**src/rtl/cim_ctrl_pkg.sv**
```systemverilog
// rtl/cim_ctrl_pkg.sv - shared types and defaults for the CIM row-path command sequencer
package cim_ctrl_pkg;

   typedef enum logic [1:0] {
      OP_WRITE  = 2'd0,
      OP_READ   = 2'd1,
      OP_MAC    = 2'd2,
      OP_SEARCH = 2'd3
   } op_e;

   typedef enum logic [1:0] {
      S_IDLE = 2'd0,
      S_PRE  = 2'd1,
      S_ACC  = 2'd2,
      S_DONE = 2'd3
   } state_e;

   localparam int PRE_CYC_DEF = 1;
   localparam int WR_CYC_DEF  = 2;

   // Phase counter must hold the longest of the precharge, write and MAC phases.
   function automatic int cnt_width(input int pre_cyc, input int wr_cyc);
      int m;
      m = (pre_cyc > wr_cyc) ? pre_cyc : wr_cyc;
      if (m < 2) m = 2;
      return $clog2(m) + 1;
   endfunction

endpackage

```
**src/rtl/cim_seq_ctrl_if.sv**
```systemverilog
// rtl/cim_seq_ctrl_if.sv - host command handshake and status bundle
interface cim_seq_ctrl_if #(
   parameter int AW = 2,
   parameter int DW = 4
);
   logic          cmd_valid;
   logic          cmd_ready;
   logic [1:0]    cmd_op;
   logic [AW-1:0] cmd_addr;
   logic          cmd_rbar;
   logic [DW-1:0] cmd_data;
   logic          abort;
   logic          busy;
   logic          done;
   logic          aborted;

   modport master (
      output cmd_valid, cmd_op, cmd_addr, cmd_rbar, cmd_data, abort,
      input  cmd_ready, busy, done, aborted
   );

   modport slave (
      input  cmd_valid, cmd_op, cmd_addr, cmd_rbar, cmd_data, abort,
      output cmd_ready, busy, done, aborted
   );
endinterface

```
**src/rtl/cim_phase_cnt.sv**
```systemverilog
// rtl/cim_phase_cnt.sv - loadable saturating down-counter with terminal-count flag
module cim_phase_cnt #(
   parameter int CW = 2
) (
   input  logic          clk,
   input  logic          rst_n,
   input  logic          load,
   input  logic [CW-1:0] load_val,
   output logic          tc
);
   logic [CW-1:0] cnt;

   always_ff @(posedge clk or negedge rst_n) begin
      if (!rst_n)           cnt <= '0;
      else if (load)        cnt <= load_val;
      else if (cnt != '0)   cnt <= cnt - 1'b1;
   end

   assign tc = (cnt == '0);
endmodule

```
**src/rtl/cim_seq_ctrl.sv**
```systemverilog
// rtl/cim_seq_ctrl.sv - row-path command sequencer: precharge, access and done phases
module cim_seq_ctrl
   import cim_ctrl_pkg::*;
#(
   parameter int ROWS    = 4,
   parameter int AW      = 2,
   parameter int DW      = 4,
   parameter int PRE_CYC = PRE_CYC_DEF,
   parameter int WR_CYC  = WR_CYC_DEF
) (
   input  logic          clk,
   input  logic          rst_n,
   cim_seq_ctrl_if.slave cmd,
   output logic          cs,
   output logic          MAC_en,
   output logic          read_bar,
   output logic          w_en,
   output logic [AW-1:0] addr,
   output logic [DW-1:0] data
);
   localparam int            CW       = cnt_width(PRE_CYC, WR_CYC);
   localparam logic [CW-1:0] PRE_LD   = CW'(PRE_CYC - 1);
   localparam logic [AW-1:0] LAST_ROW = AW'(ROWS - 1);

   state_e        state_q, state_n;
   op_e           op_q;
   logic [AW-1:0] addr_q, row_q, row_n;
   logic          rbar_q;
   logic [DW-1:0] data_q;
   logic          latch, cnt_load, cnt_tc;
   logic [CW-1:0] cnt_val;

   logic          cs_n, mac_n, rbar_n, wen_n, rdy_n, busy_n, done_n, abrt_n;
   logic [AW-1:0] addr_n;
   logic [DW-1:0] data_n;
   logic          rdy_q, busy_q, done_q, abrt_q;

   function automatic logic [CW-1:0] acc_ld(input op_e op);
      case (op)
         OP_WRITE: return CW'(WR_CYC - 1);
         OP_MAC:   return CW'(1);
         default:  return '0;
      endcase
   endfunction

   cim_phase_cnt #(.CW(CW)) u_cnt (
      .clk      (clk),
      .rst_n    (rst_n),
      .load     (cnt_load),
      .load_val (cnt_val),
      .tc       (cnt_tc)
   );

   always_comb begin
      state_n = state_q;
      row_n   = row_q;
      latch   = 1'b0;
      cnt_val = '0;
      abrt_n  = 1'b0;
      case (state_q)
         S_IDLE: if (cmd.cmd_valid) begin
            latch   = 1'b1;
            row_n   = '0;
            state_n = S_PRE;
            cnt_val = PRE_LD;
         end
         S_PRE: if (cmd.abort) begin
            state_n = S_DONE;
            abrt_n  = 1'b1;
         end else if (cnt_tc) begin
            state_n = S_ACC;
            cnt_val = acc_ld(op_q);
         end
         // Abort is checked first so it wins over the natural end of the access.
         S_ACC: if (cmd.abort) begin
            state_n = S_DONE;
            abrt_n  = 1'b1;
         end else if (cnt_tc) begin
            if (op_q == OP_MAC && row_q != LAST_ROW) begin
               state_n = S_PRE;
               row_n   = row_q + 1'b1;
               cnt_val = PRE_LD;
            end else begin
               state_n = S_DONE;
            end
         end
         default: state_n = S_IDLE;
      endcase
      cnt_load = (state_n != state_q);

      // Outputs are decoded from the next state so they register alongside it.
      cs_n   = 1'b0;
      mac_n  = 1'b0;
      rbar_n = 1'b0;
      wen_n  = 1'b0;
      addr_n = '0;
      data_n = '0;
      rdy_n  = 1'b0;
      busy_n = 1'b1;
      done_n = 1'b0;
      case (state_n)
         S_IDLE: begin
            rdy_n  = 1'b1;
            busy_n = 1'b0;
         end
         S_ACC: begin
            cs_n = 1'b1;
            case (op_q)
               OP_WRITE: begin
                  wen_n  = 1'b1;
                  addr_n = addr_q;
                  data_n = data_q;
               end
               OP_READ: begin
                  mac_n  = 1'b1;
                  rbar_n = rbar_q;
                  addr_n = addr_q;
               end
               OP_MAC: begin
                  mac_n  = 1'b1;
                  rbar_n = (state_q == S_ACC);
                  addr_n = row_n;
               end
               default: data_n = data_q;
            endcase
         end
         S_DONE: done_n = 1'b1;
         default: ;
      endcase
   end

   always_ff @(posedge clk or negedge rst_n) begin
      if (!rst_n) begin
         state_q  <= S_IDLE;
         op_q     <= OP_WRITE;
         addr_q   <= '0;
         rbar_q   <= 1'b0;
         data_q   <= '0;
         row_q    <= '0;
         cs       <= 1'b0;
         MAC_en   <= 1'b0;
         read_bar <= 1'b0;
         w_en     <= 1'b0;
         addr     <= '0;
         data     <= '0;
         rdy_q    <= 1'b1;
         busy_q   <= 1'b0;
         done_q   <= 1'b0;
         abrt_q   <= 1'b0;
      end else begin
         state_q <= state_n;
         row_q   <= row_n;
         if (latch) begin
            op_q   <= op_e'(cmd.cmd_op);
            addr_q <= cmd.cmd_addr;
            rbar_q <= cmd.cmd_rbar;
            data_q <= cmd.cmd_data;
         end
         cs       <= cs_n;
         MAC_en   <= mac_n;
         read_bar <= rbar_n;
         w_en     <= wen_n;
         addr     <= addr_n;
         data     <= data_n;
         rdy_q    <= rdy_n;
         busy_q   <= busy_n;
         done_q   <= done_n;
         abrt_q   <= abrt_n;
      end
   end

   assign cmd.cmd_ready = rdy_q;
   assign cmd.busy      = busy_q;
   assign cmd.done      = done_q;
   assign cmd.aborted   = abrt_q;
endmodule
```
**src/flat_wrapper.sv**
```systemverilog
// flat-port wrapper written by rule: the top's interface ports become plain ports
module cim_seq_ctrl_flat import cim_ctrl_pkg::*;
#(
   parameter int ROWS    = 4,
   parameter int AW      = 2,
   parameter int DW      = 4,
   parameter int PRE_CYC = PRE_CYC_DEF,
   parameter int WR_CYC  = WR_CYC_DEF
)
  (clk, rst_n, cs, MAC_en, read_bar, w_en, addr, data, cmd_cmd_valid, cmd_cmd_op, cmd_cmd_addr, cmd_cmd_rbar, cmd_cmd_data, cmd_abort, cmd_cmd_ready, cmd_busy, cmd_done, cmd_aborted);
  cim_seq_ctrl_if #(.AW(AW), .DW(DW)) cmd_i ();
  input  logic clk;
  input  logic rst_n;
  output logic cs;
  output logic MAC_en;
  output logic read_bar;
  output logic w_en;
  output logic [AW-1:0] addr;
  output logic [DW-1:0] data;
  input wire logic [$bits(cmd_i.cmd_valid)-1:0] cmd_cmd_valid;
  input wire logic [$bits(cmd_i.cmd_op)-1:0] cmd_cmd_op;
  input wire logic [$bits(cmd_i.cmd_addr)-1:0] cmd_cmd_addr;
  input wire logic [$bits(cmd_i.cmd_rbar)-1:0] cmd_cmd_rbar;
  input wire logic [$bits(cmd_i.cmd_data)-1:0] cmd_cmd_data;
  input wire logic [$bits(cmd_i.abort)-1:0] cmd_abort;
  output wire logic [$bits(cmd_i.cmd_ready)-1:0] cmd_cmd_ready;
  output wire logic [$bits(cmd_i.busy)-1:0] cmd_busy;
  output wire logic [$bits(cmd_i.done)-1:0] cmd_done;
  output wire logic [$bits(cmd_i.aborted)-1:0] cmd_aborted;
  assign cmd_i.cmd_valid = cmd_cmd_valid;
  assign cmd_i.cmd_op = cmd_cmd_op;
  assign cmd_i.cmd_addr = cmd_cmd_addr;
  assign cmd_i.cmd_rbar = cmd_cmd_rbar;
  assign cmd_i.cmd_data = cmd_cmd_data;
  assign cmd_i.abort = cmd_abort;
  assign cmd_cmd_ready = cmd_i.cmd_ready;
  assign cmd_busy = cmd_i.busy;
  assign cmd_done = cmd_i.done;
  assign cmd_aborted = cmd_i.aborted;
  cim_seq_ctrl #(.ROWS(ROWS), .AW(AW), .DW(DW), .PRE_CYC(PRE_CYC), .WR_CYC(WR_CYC)) u_core (.clk(clk), .rst_n(rst_n), .cmd(cmd_i), .cs(cs), .MAC_en(MAC_en), .read_bar(read_bar), .w_en(w_en), .addr(addr), .data(data));
endmodule
```
**config.mk**
```make
export PLATFORM = sky130hd
export DESIGN_NAME = cim_seq_ctrl_flat
export DESIGN_NICKNAME = d
export VERILOG_FILES = /design/src/rtl/cim_ctrl_pkg.sv /design/src/rtl/cim_seq_ctrl_if.sv /design/src/rtl/cim_phase_cnt.sv /design/src/rtl/cim_seq_ctrl.sv /design/src/flat_wrapper.sv
export SDC_FILE = /design/constraint.sdc
export NUM_CORES = 1
export LEC_CHECK = 0
export CORE_MARGIN = 1.5
export CORE_UTILIZATION = 37
export DETAILED_ROUTE_END_ITERATION = 10
export MAX_ROUTING_LAYER = met4
export SLEW_MARGIN = 5
export SYNTH_ARGS = -nofsm -noshare
export SYNTH_HDL_FRONTEND = slang
export SYNTH_SLANG_ARGS = --single-unit
```
**constraint.sdc**
```tcl
create_clock -name clk -period 2.6 [get_ports clk]
set_input_delay 0.65 -clock clk [delete_from_list [all_inputs] [get_ports clk]]
set_output_delay 0.65 -clock clk [all_outputs]
set_load 0.005 [all_outputs]
```
==> results by group, run 1 <==
Synth
  – Most area-hungry cell type in the Yosys netlist: sky130_fd_sc_hd__dfrtp_1
  – Portion of synthesized cell area occupied by the leading cell type: 50.5%
  – Distinct cell type count after synthesis: 35
  – Most numerous cell in the Yosys netlist: sky130_fd_sc_hd__dfrtp_1
  – Average size of a mapped cell: 12.5 um^2
  – Leading cell types by total area after synthesis: sky130_fd_sc_hd__dfrtp_1 (50%), sky130_fd_sc_hd__ha_1 (9.0%), sky130_fd_sc_hd__mux2_2 (7.3%)
  – Predominant post-synthesis flop cell: sky130_fd_sc_hd__dfrtp_1
  – Sequential cell area fraction in the yosys report: about 52%
  – Net count of the mapped netlist: between 100 and 150
  – Post-synthesis register bit count: 29
  – Ranking of synthesized cells by instance count: sky130_fd_sc_hd__dfrtp_1 (28), sky130_fd_sc_hd__inv_1 (11), sky130_fd_sc_hd__ha_1 (10), sky130_fd_sc_hd__mux2_2 (9), sky130_fd_sc_hd__nor2_1 (6)
  – Cell area after technology mapping: 1390 um^2
  – Number of synthesized flops with an enable pin: 0
  – Number of warnings printed during yosys synthesis: 0
  – Synth async-reset ratio: 100%
  – Cell count after synthesis: between 100 and 150

Cells and area
  – Final net count: 168
  – Layout Cell Area excl Fill: 1830 um^2
  – Share of post-route cells with drive strength above 1: 21.2%
  – Non-filler instance count after layout: between 150 and 200
  – Number of diodes added for antenna fixing: 0
  – Growth of design area from synthesis to finish: 31.7%
  – Final-layout fill cell count: 334
  – Post-layout utilization of the core: 50.3%

Timing
  – Number of max-slew violations in the final report: 0
  – Clk_skew: 0.00353 ns
  – Number of hold violations in the final report: 0
  – Hold Worst Slack: 0.483 ns
  – Fraction of the cycle the final worst path needs: approximately 80%
  – Transition time at the pin with the least slew margin: around 0.42 ns
  – Finish-stage setup viols: 0
  – Final setup slack of the worst path: ~0.46 ns
  – Shortest clock period the worst path allows after layout: around 2.1 ns
  – Tightest slew margin relative to the limit: 71.7%
  – Sum of negative setup slack: 0 ns
  – RSZ-0062 raised after global routing: false
  – FMAX: 0.467 GHz

Pwr
  – Worst supply voltage drop on vdd: 591 uV
  – Total Power Consumption: 2.23 mW
  – Leakage power: a little over 0.8 nW
  – P per Cell Area: 1220 nW/um^2

Critical path
  – Endpoint of the worst register-to-register path: u_core.data[3]
  – Critical Path AT: ~2.4 ns
  – Slack of the worst reg-to-reg path: around 0.46 ns
  – Timing endpoint of the critical path: u_core.data[3]
  – CP endpoint kind: flip-flop
  – Cells on worst reg2reg path: 7
  – Start of the worst register-to-register path: u_core.state_q[0]
  – Critical Path RT: 2.81 ns
  – Type of the setup path with the least slack: reg -> reg
  – Critical path startpoint category: flip-flop
  – Worst Setup SP: u_core.state_q[0]
  – Critical path fanouts, max: 7

Clock tree
  – H-tree levels: 2
  – Post-CTS Hold Buffers: 0
  – Clk buf depth: 2
  – CTS tree: yes
  – Post-CTS setup buffers: 0
  – Clk_lat worst skew: 0.27 ns
  – Sinks on the clock net: 29
  – Num CTS Buffers: 5
  – Clock input transition at the sequential cells of the worst setup and hold paths: 0.06 ns
  – Count of cells resized by post-cts repair: 0
  – Root buffer cell: sky130_fd_sc_hd__clkbuf_8

Floorplan
  – Number of core rows: 22
  – Initial Utilization: 38.2%
  – I/O pin count: 27
  – Placeable Area: 3630 um^2
  – Die W: 64.3 um
  – Height of the die: about 64 um
  – Area of the die: approximately 4100 um^2

GRT
  – Vias in the first global route: around 960
  – Maximum number of pins on one net before global-route repair: 30
  – Overall Global Routing Usage: 14.9%
  – Global-route wire length before repair: 4450 um
  – Overall overflow remaining after global route: 0
  – Antenna violations before repair: 0

Placement
  – Detailed placer's ending HPWL: 1940 um
  – Routability-driven placement congestion ratio: 0.869
  – Number of placed instances with taps included: 186
  – Worst Setup Slack post-DPL: 0.191 ns
  – Count of input and output buffers: 26
  – Placed instance area: 1710 um^2

Routing
  – Via count normalized by instance count: between 4 and 5
  – Routed WL: about 2500 um
  – Routed wire per std cell: 13.1 um
  – 1st-iter DRT viols: 11
  – Post-route DRC violation count: 0
  – Detailed-routing iteration count for the pre-antenna-repair pass: 3
  – Total via count in the routed design: a little over 900
  – Antenna-violating nets left: 0

Run status
  – Result of the run: complete, no violations

Worst hold path
  – Worst hold path class: reg -> reg

Job
  – Max-capacitance violation count: 0
[report_power, final]
part	total, mW	internal [mW]	leakage (nW)	switching, mW
Sequential	0.747	0.642	0.370	0.105
Combinational	1.01	0.514	0.401	0.495
Clock	0.470	0.312	0.0585	0.158
Total	2.23	1.47	0.829	0.758
[state kept, by name, summed over array words and instances, names as in the netlist, 2 cells and up]
name              cells
u_core.addr_q         2
u_core.state_q        2
u_core.row_q          2
u_core.data_q         4
u_core.data           4
u_core.addr           2
u_core.u_cnt.cnt      2
u_core.op_q           2
[cell usage in the layout, fill, tap and decap left out, types with 2 or more instances in the layout]
master and count:
sky130_fd_sc_hd__dfrtp_1 28, sky130_fd_sc_hd__clkdlybuf4s50_1 26, sky130_fd_sc_hd__inv_1 11, sky130_fd_sc_hd__ha_1 10, sky130_fd_sc_hd__mux2_2 9, sky130_fd_sc_hd__nor2_1 6
sky130_fd_sc_hd__clkbuf_8 6, sky130_fd_sc_hd__nand2_1 5, sky130_fd_sc_hd__and2_1 5, sky130_fd_sc_hd__o21ai_0 4, sky130_fd_sc_hd__a21oi_1 3, sky130_fd_sc_hd__mux2i_1 3
sky130_fd_sc_hd__nor3_1 2, sky130_fd_sc_hd__a211oi_1 2, sky130_fd_sc_hd__buf_4 2
[cell type report]
| type | instances | area (um^2) | area share (%) |
|---|---|---|---|
| multi-input combinational | 69 | 603 | 33.0 |
| inverter | 12 | 47.5 | 2.60 |
| tap | 48 | 60.1 | 3.28 |
| clock buffer | 7 | 86.3 | 4.72 |
| timing repair buffer | 28 | 275 | 15.0 |
| clock inverter | 1 | 30.0 | 1.64 |
| sequential | 29 | 727 | 39.7 |
[critical path: stages (launching register included)]
cell and delay [ns]:
sky130_fd_sc_hd__dfrtp_1 0.45, sky130_fd_sc_hd__inv_1 0.12, sky130_fd_sc_hd__ha_1 0.30, sky130_fd_sc_hd__nor2_1 0.18, sky130_fd_sc_hd__nor3_1 0.09, sky130_fd_sc_hd__a211oi_2 0.42
sky130_fd_sc_hd__nor3b_2 0.34, sky130_fd_sc_hd__and2_1 0.17
[kinds of logic after synthesis]
| group | share of synthesized area [%] |
|---|---|
| muxes | 9.46 |
| and+or+nand+nor | 14.1 |
| adders and majority gates | 9.01 |
| xor gates and xnor gates | 1.26 |
| AOI/OAI and AO/OA | 9.64 |
| DFF | 52.3 |
| buffers and inverters | 4.23 |
[worst min path at each step]
stage | start | end | slack (ns) | depth (start not counted)
detailed placement | u_core.data_q[0] | u_core.data[0] | 0.47 | 1
finish | u_core.data_q[0] | u_core.data[0] | 0.48 | 1
CTS | u_core.data_q[0] | u_core.data[0] | 0.48 | 1
global route | u_core.data_q[0] | u_core.data[0] | 0.50 | 1
floorplan | rst_n | u_core.MAC_en | 0.35 | 0
global placement | u_core.data_q[2] | u_core.data[2] | 0.46 | 1
[metal layers]
metal	vias to the layer above	global-route usage [%]	wire (um)
met5	-	-	0
met4	0	3.99	30
met3	4	5.28	89
met2	16	25.3	1300
met1	451	16.8	1130
li1	448	-	-
No activity file was read; power rests on OpenSTA's default activity.
==> run 2, diff against run 1 <==
==> constraint.sdc (replaced) <==
create_clock -name clk -period 1.8 [get_ports clk]
set_input_delay 0.45 -clock clk [delete_from_list [all_inputs] [get_ports clk]]
set_output_delay 0.45 -clock clk [all_outputs]
set_load 0.005 [all_outputs]
==> run 2 against run 1 <==
  * The run now ends with negative setup slack left
  * Wire length is 11% higher
  * Combinational power grew 120%
  * Global-route usage rose by 0.59 points
  * Largest power group unchanged
  * Highest routed layer unchanged
==> results by group, run 2 (same netlist as run 1, synthesis figures left out) <==
Run status
  – Result of the run: finished with violations
  – Violations in the final reports: negative setup slack

Pwr
  – P per Cell Area: 1810 nW/um^2 (+48%)
  – Worst supply voltage drop on vdd: 775 uV (+31%)
  – Total Power Consumption: 3.79 mW (+70%)
  – Leakage power: 0.943 nW (+14%)

Placement
  – Worst Setup Slack post-DPL: -0.282 ns (-0.473 ns)
  – Routability-driven placement congestion ratio: 0.801 (-7.8%)
  – Count of input and output buffers: 26 (unchanged)
  – Detailed placer's ending HPWL: 2060 um (+6.1%)

GRT
  – Vias in the first global route: 1,022 (+6.1%)
  – Global-route wire length before repair: 4560 um (+2.5%)
  – Overall Global Routing Usage: 15.5% (+0.59 points)
  – Antenna violations before repair: 0 (unchanged)
  – Overall overflow remaining after global route: 0 (unchanged)
  – Maximum number of pins on one net before global-route repair: 30 (unchanged)

Clock tree
  – Sinks on the clock net: 29 (unchanged)
  – Clk buf depth: 2 (unchanged)
  – Clk_lat worst skew: 0.28 ns (about the same)
  – Num CTS Buffers: 5 (unchanged)
  – Root buffer cell: sky130_fd_sc_hd__clkbuf_8
  – Post-CTS Hold Buffers: 0 (unchanged)
  – Clock input transition at the sequential cells of the worst setup and hold paths: 0.06 ns (about the same)
  – CTS tree: yes
  – H-tree levels: 2 (unchanged)

Routing
  – Routed WL: 2820 um (+11%)
  – WL met2: 1430 um (+10%)
  – Antenna-violating nets left: 0 (unchanged)
  – Total via count in the routed design: 1,012 (+10%)
  – Sum of met3 wire segment lengths after detailed routing: 112 um (+26%)
  – Via count normalized by instance count: 4.69 (-1.1%)
  – Detailed-routing iteration count for the pre-antenna-repair pass: 2 (-1)
  – Routed metal-1 wirelength: 1210 um (+7.7%)
  – 1st-iter DRT viols: 35 (+24)
  – Post-route DRC violation count: 0 (unchanged)
  – Highest signal layer in the routed design: met4
  – Routed wire per std cell: 13.0 um (-0.58%)

Timing
  – Transition time at the pin with the least slew margin: 0.341 ns (-0.0827 ns)
  – Shortest clock period the worst path allows after layout: 1.82 ns (-0.323 ns)
  – RSZ-0062 raised after global routing: true
  – Final setup slack of the worst path: -0.0202 ns (-0.477 ns)
  – Number of hold violations in the final report: 0 (unchanged)
  – FMAX: 0.549 GHz (+18%)
  – Fraction of the cycle the final worst path needs: 101% (+19 points)
  – Number of max-slew violations in the final report: 0 (unchanged)
  – Finish-stage setup viols: 2 (+2)
  – Clk_skew: 0.00353 ns (+0.00000711 ns)
  – Tightest slew margin relative to the limit: 77.0% (+5.3 points)

Critical path
  – Cells on worst reg2reg path: 8 (+1)
  – Category of cells accounting for the largest share of critical-path delay: simple AND/OR/NAND/NOR gates
  – CP endpoint kind: flip-flop
  – Critical Path AT: 1.99 ns (-0.37 ns)
  – Delay of the slowest cell on the worst path: 0.44 ns (about the same)
  – Worst Setup SP: u_core.state_q[1]
  – Slack of the worst reg-to-reg path: -0.02 ns (-0.48 ns)
  – Critical Path Stages: 8 (+1)
  – Type of the setup path with the least slack: reg -> reg
  – Cell breakdown of the critical path: inv_2 -> ha_4 -> and4bb_2 -> a221oi_4 -> or2_4 -> inv_4 -> and3_4 -> nor2b_4
  – Count of buffering cells on the critical path with inverters included: 2 (+1)
  – Timing endpoint of the critical path: u_core.read_bar
  – Critical path fanouts, max: 5 (-2)
  – Critical path startpoint category: flip-flop
  – Endpoint of the worst register-to-register path: u_core.read_bar
  – Critical Path RT: 1.97 ns (-0.84 ns)
  – Start of the worst register-to-register path: u_core.state_q[1]
  – Slowest CP cell: sky130_fd_sc_hd__dfrtp_2

Cells and area
  – Share of post-route cells with drive strength above 1: 44.0% (+23 points)
  – Number of diodes added for antenna fixing: 0 (unchanged)
  – Growth of design area from synthesis to finish: 51.3%
  – Largest registers: u_core.data x4, u_core.data_q x4
  – Final-layout fill cell count: 323 (-3.3%)
  – Leading cell types in the layout, fill and taps excluded: sky130_fd_sc_hd__dfrtp_1 (26), sky130_fd_sc_hd__clkdlybuf4s50_1 (25), sky130_fd_sc_hd__buf_4 (24), sky130_fd_sc_hd__inv_1 (9), sky130_fd_sc_hd__mux2_2 (9)
  – Final net count: 190 (+13%)
  – Most common cell after layout, fill and taps aside: sky130_fd_sc_hd__dfrtp_1

Floorplan
  – I/O pin count: 27 (unchanged)
  – Placeable Area: 3630 um^2 (unchanged)
  – Height of the die: 64.3 um (unchanged)
  – Initial Utilization: 38.2% (unchanged)
  – Number of core rows: 22 (unchanged)
  – Area of the die: 4130 um^2 (unchanged)
  – Die W: 64.3 um (unchanged)

Worst hold path
  – Worst hold path class: reg -> reg

Job
  – Max-capacitance violation count: 0 (unchanged)
[run 2: what timing repair did]
item	4_1_cts	5_1_grt
gates cloned	0	0
pin swaps	5	12
gates resized for setup	20	14
endpoints found under the hold margin	0	0
endpoints found under the setup margin	9	13
setup buffers	1	3
[run 2: power breakdown]
group	total [mW]	switching (mW)	internal [mW]	leakage, nW
clock	0.511	0.245	0.266	0.0439
combinational	2.19	0.974	1.22	0.531
sequential	1.09	0.159	0.931	0.368
[run 2: through the flow]
step | utilization, % | TNS [ns] | instance area (um^2) | instances | hold WS (ns)
final | 57.8 | -0.0329 | 2100 | 216 | 0.486
after global routing | 57.8 | -0.586 | 2100 | 216 | 0.500
after CTS | 55.8 | -0.00304 | 2030 | 213 | 0.481
after detailed placement | 50.9 | -2.76 | 1850 | 204 | 0.466
after global placement | 50.9 | -2.27 | 1850 | 204 | 0.463
after floorplan | - | 0 | 1390 | 111 | 0.154
[run 2: worst min-delay path by stage]
| stage | start | endpoint | slack (ns) | cells past startpoint |
|---|---|---|---|---|
| after CTS | u_core.data_q[3] | u_core.data[3] | 0.48 | 1 |
| after floorplan | rst_n | u_core.MAC_en | 0.15 | 0 |
| after global routing | u_core.data_q[3] | u_core.data[3] | 0.50 | 1 |
| after global placement | u_core.data_q[0] | u_core.data[0] | 0.46 | 1 |
| final | u_core.data_q[3] | u_core.data[3] | 0.49 | 1 |
| after detailed placement | u_core.data_q[3] | u_core.data[3] | 0.47 | 1 |
[run 2: area by class of cell]
| cell class | instances | area, um^2 | share of cell area (%) |
|---|---|---|---|
| flip-flops and latches | 29 | 729 | 34.7 |
| clock inverters | 3 | 17.5 | 0.834 |
| repair buffers | 50 | 439 | 20.9 |
| well taps | 48 | 60.1 | 2.86 |
| inverters | 12 | 50.0 | 2.38 |
| multi-input cells | 69 | 736 | 35.0 |
| clock buffers | 5 | 68.8 | 3.28 |
[run 2: layer usage]
layer  global-route usage [%]  up-vias
met3                     5.99        7
met2                     25.0       20
li1                         -      497
met5                        -        -
met4                     6.91        0
met1                     17.0      488
==> run 3, diff against run 2 <==
--- a/config.mk
+++ b/config.mk
@@ -5,11 +5,15 @@
 export SDC_FILE = /design/constraint.sdc
 export NUM_CORES = 1
 export LEC_CHECK = 0
+export CAP_MARGIN = 10
+export CELL_PAD_IN_SITES_DETAIL_PLACEMENT = 2
+export CELL_PAD_IN_SITES_GLOBAL_PLACEMENT = 2
 export CORE_MARGIN = 1.5
-export CORE_UTILIZATION = 37
+export CORE_UTILIZATION = 30
 export DETAILED_ROUTE_END_ITERATION = 10
 export MAX_ROUTING_LAYER = met4
-export SLEW_MARGIN = 5
+export PLACE_DENSITY_LB_ADDON = 0.1
+export SLEW_MARGIN = 20
 export SYNTH_ARGS = -nofsm -noshare
 export SYNTH_HDL_FRONTEND = slang
 export SYNTH_SLANG_ARGS = --single-unit
==> run 3 against run 2 <==
  * Register-to-register slack got worse by 0.06 ns
  * Sequential power about the same
  * Cell count grew 4.6%
  * The run still ends with negative setup slack left
==> results by group, run 3 (same netlist as run 1, synthesis figures left out) <==
Floorplan
  – Initial Utilization: 31.5% (-6.8 points)
  – Height of the die: 71.0 um (+11%)
  – Placeable Area: 4410 um^2 (+21%)
  – Die W: 71.0 um (+11%)
  – I/O pin count: 27 (unchanged)
  – Number of core rows: 24 (+9.1%)
  – Area of the die: 5050 um^2 (+22%)

Timing
  – Hold Worst Slack: 0.491 ns (+0.00401 ns)
  – Shortest clock period the worst path allows after layout: 1.88 ns (+0.0593 ns)
  – Clk_skew: 0.00953 ns (+0.00600 ns)
  – Final setup slack of the worst path: -0.0795 ns (-0.0593 ns)
  – Finish-stage setup viols: 8 (+6)
  – Fraction of the cycle the final worst path needs: 104% (+3.3 points)
  – Transition time at the pin with the least slew margin: 0.341 ns (-0.000309 ns)
  – FMAX: 0.532 GHz (-3.2%)
  – RSZ-0062 raised after global routing: true
  – Sum of negative setup slack: -0.448 ns (-0.415 ns)
  – Tightest slew margin relative to the limit: 77.2% (+0.19 points)
  – Number of max-slew violations in the final report: 0 (unchanged)
  – Number of hold violations in the final report: 0 (unchanged)

Cells and area
  – Share of post-route cells with drive strength above 1: 46.6% (+2.5 points)
  – Growth of design area from synthesis to finish: 60.7%
  – Leading cell types in the layout, fill and taps excluded: sky130_fd_sc_hd__buf_4 (27), sky130_fd_sc_hd__dfrtp_1 (26), sky130_fd_sc_hd__clkdlybuf4s50_1 (25), sky130_fd_sc_hd__mux2_2 (9), sky130_fd_sc_hd__inv_1 (8)
  – Largest registers: u_core.data x4, u_core.data_q x4
  – Most common cell after layout, fill and taps aside: sky130_fd_sc_hd__buf_4
  – Final-layout fill cell count: 425 (+32%)
  – Number of diodes added for antenna fixing: 0 (unchanged)
  – Final net count: 196 (+3.2%)

GRT
  – Global-route wire length before repair: 6760 um (+48%)
  – Overall overflow remaining after global route: 0 (unchanged)
  – Overall Global Routing Usage: 18.1% (+2.6 points)
  – Maximum number of pins on one net before global-route repair: 30 (unchanged)
  – Antenna violations before repair: 0 (unchanged)
  – Vias in the first global route: 1,250 (+22%)

Clock tree
  – Root buffer cell: sky130_fd_sc_hd__clkbuf_8
  – Clock input transition at the sequential cells of the worst setup and hold paths: 0.07 ns (about the same)
  – Sinks on the clock net: 29 (unchanged)
  – CTS tree: yes
  – Clk_lat worst skew: 0.28 ns (about the same)
  – Num CTS Buffers: 5 (unchanged)
  – H-tree levels: 2 (unchanged)
  – Post-CTS Hold Buffers: 0 (unchanged)
  – Clk buf depth: 2 (unchanged)

Pwr
  – Combinational cell fraction of total power: 58.7% (+0.9 points)
  – Power spent charging and discharging nets: 1.62 mW (+17%)
  – P per Cell Area: 1950 nW/um^2 (+7.8%)
  – Worst supply voltage drop on vdd: 857 uV (+11%)
  – Leakage power: 1.00 nW (+6.3%)
  – Switch share: 37.2% (+0.87 points)
  – Cell internal pwr: 2.73 mW (+13%)
  – Sequential group share of total power: 25.0% (-3.7 points)
  – Clock group share of total power: 16.3% (+2.8 points)

Critical path
  – Most frequent CP cell: sky130_fd_sc_hd__buf_6
  – Critical path fanouts, max: 4 (-1)
  – Critical Path AT: 2.06 ns (+0.07 ns)
  – CP endpoint kind: flip-flop
  – Critical Path RT: 1.98 ns (about the same)
  – Delay of the slowest cell on the worst path: 0.43 ns (about the same)
  – Slowest CP cell: sky130_fd_sc_hd__dfrtp_2
  – Category of cells accounting for the largest share of critical-path delay: compound AO/OA/AOI/OAI gates
  – Type of the setup path with the least slack: reg -> reg
  – Cell breakdown of the critical path: buf_6 -> ha_4 -> nor2_4 -> nor3_4 -> a211oi_4 -> buf_6 -> nand2_4 -> a211oi_2
  – Critical path startpoint category: flip-flop
  – Count of buffering cells on the critical path with inverters included: 2 (unchanged)

Routing
  – Routed WL: 4080 um (+45%)
  – Post-route DRC violation count: 0 (unchanged)
  – Detailed-routing iteration count for the pre-antenna-repair pass: 3 (+1)
  – Total via count in the routed design: 1,081 (+6.8%)
  – Routed wire per std cell: 18.1 um (+39%)
  – Antenna-violating nets left: 0 (unchanged)
  – Via count normalized by instance count: 4.78 (+2.1%)
  – 1st-iter DRT viols: 28 (-20%)

Run status
  – Violations in the final reports: negative setup slack
  – Result of the run: finished with violations

Job
  – Max-capacitance violation count: 0 (unchanged)

Placement
  – Count of input and output buffers: 26 (unchanged)
  – Routability-driven placement congestion ratio: 0.814 (+1.6%)
  – Worst Setup Slack post-DPL: -0.373 ns (-0.0915 ns)
  – Detailed placer's ending HPWL: 2700 um (+31%)

Worst hold path
  – Worst hold path class: reg -> reg
-- run 3: path summary, 6_finish.rpt --
check,endpoint,from,cells past startpoint,slack (ns)
max in group asynchronous,u_core.cmd.cmd_ready,rst_n,2,1.04
worst min-delay path,u_core.data[2],u_core.data_q[2],1,0.49
worst max-delay path,u_core.addr[0],u_core.state_q[0],8,-0.08
min in group asynchronous,u_core.u_cnt.cnt[1],rst_n,2,0.52
worst min register to register,u_core.data[2],u_core.data_q[2],1,0.49
worst max register to register,u_core.addr[0],u_core.state_q[0],8,-0.08
-- run 3: power by group through the flow --
| stage | combinational (mW) | sequential [mW] | clock, mW |
|---|---|---|---|
| 6_report | 2.55 | 1.09 | 0.707 |
| 3_5_place_dp | 1.86 | 1.09 | 0 |
| 4_1_cts | 2.31 | 1.08 | 0.715 |
| 3_3_place_gp | 1.76 | 1.06 | 0 |
| 2_1_floorplan | 1.02 | 1.07 | 0 |
| 5_1_grt | 2.77 | 1.12 | 0.745 |
-- run 3: final cells by class --
cell class | count | area (um^2) | area share, %
Multi-Input combinational cell | 69 | 767 | 34.4
Sequential cell | 29 | 729 | 32.7
Timing Repair Buffer | 56 | 504 | 22.6
Clock buffer | 7 | 86.3 | 3.87
Tap cell | 52 | 65.1 | 2.91
Inverter | 12 | 50.0 | 2.24
Clock inverter | 1 | 30.0 | 1.35
-- run 3: metrics by stage --
step | cells | utilization [%] | total power, mW | cell area (um^2)
floorplan | 111 | - | 2.08 | 1390
global placement | 210 | 42.6 | 2.82 | 1880
detailed placement | 210 | 42.6 | 2.95 | 1880
CTS | 223 | 49.2 | 4.11 | 2170
global route | 226 | 50.6 | 4.63 | 2230
finish | 226 | 50.6 | 4.35 | 2230
-- run 3: worst reg2reg max path: stages (launching register included) --
cell and delay, ns:
sky130_fd_sc_hd__dfrtp_2 0.43, sky130_fd_sc_hd__buf_6 0.14, sky130_fd_sc_hd__ha_4 0.16, sky130_fd_sc_hd__nor2_4 0.16
sky130_fd_sc_hd__nor3_4 0.06, sky130_fd_sc_hd__a211oi_4 0.34, sky130_fd_sc_hd__buf_6 0.18, sky130_fd_sc_hd__nand2_4 0.07
sky130_fd_sc_hd__a211oi_2 0.23
-- run 3: routing by layer --
| metal | vias up | track usage (%) | wire length, um |
|---|---|---|---|
| met3 | 2 | 4.13 | 116 |
| met4 | 0 | 3.14 | 19 |
| met1 | 553 | 21.6 | 1650 |
| met2 | 19 | 31.8 | 2300 |
| met5 | - | - | 0 |
| li1 | 507 | - | - |
-- run 3: repair_timing --
| item | 4_1_cts | 5_1_grt |
|---|---|---|
| setup buffers | 5 | 3 |
| pin swaps | 15 | 15 |
| endpoints found under the setup margin | 15 | 13 |
| gates resized for setup | 30 | 12 |
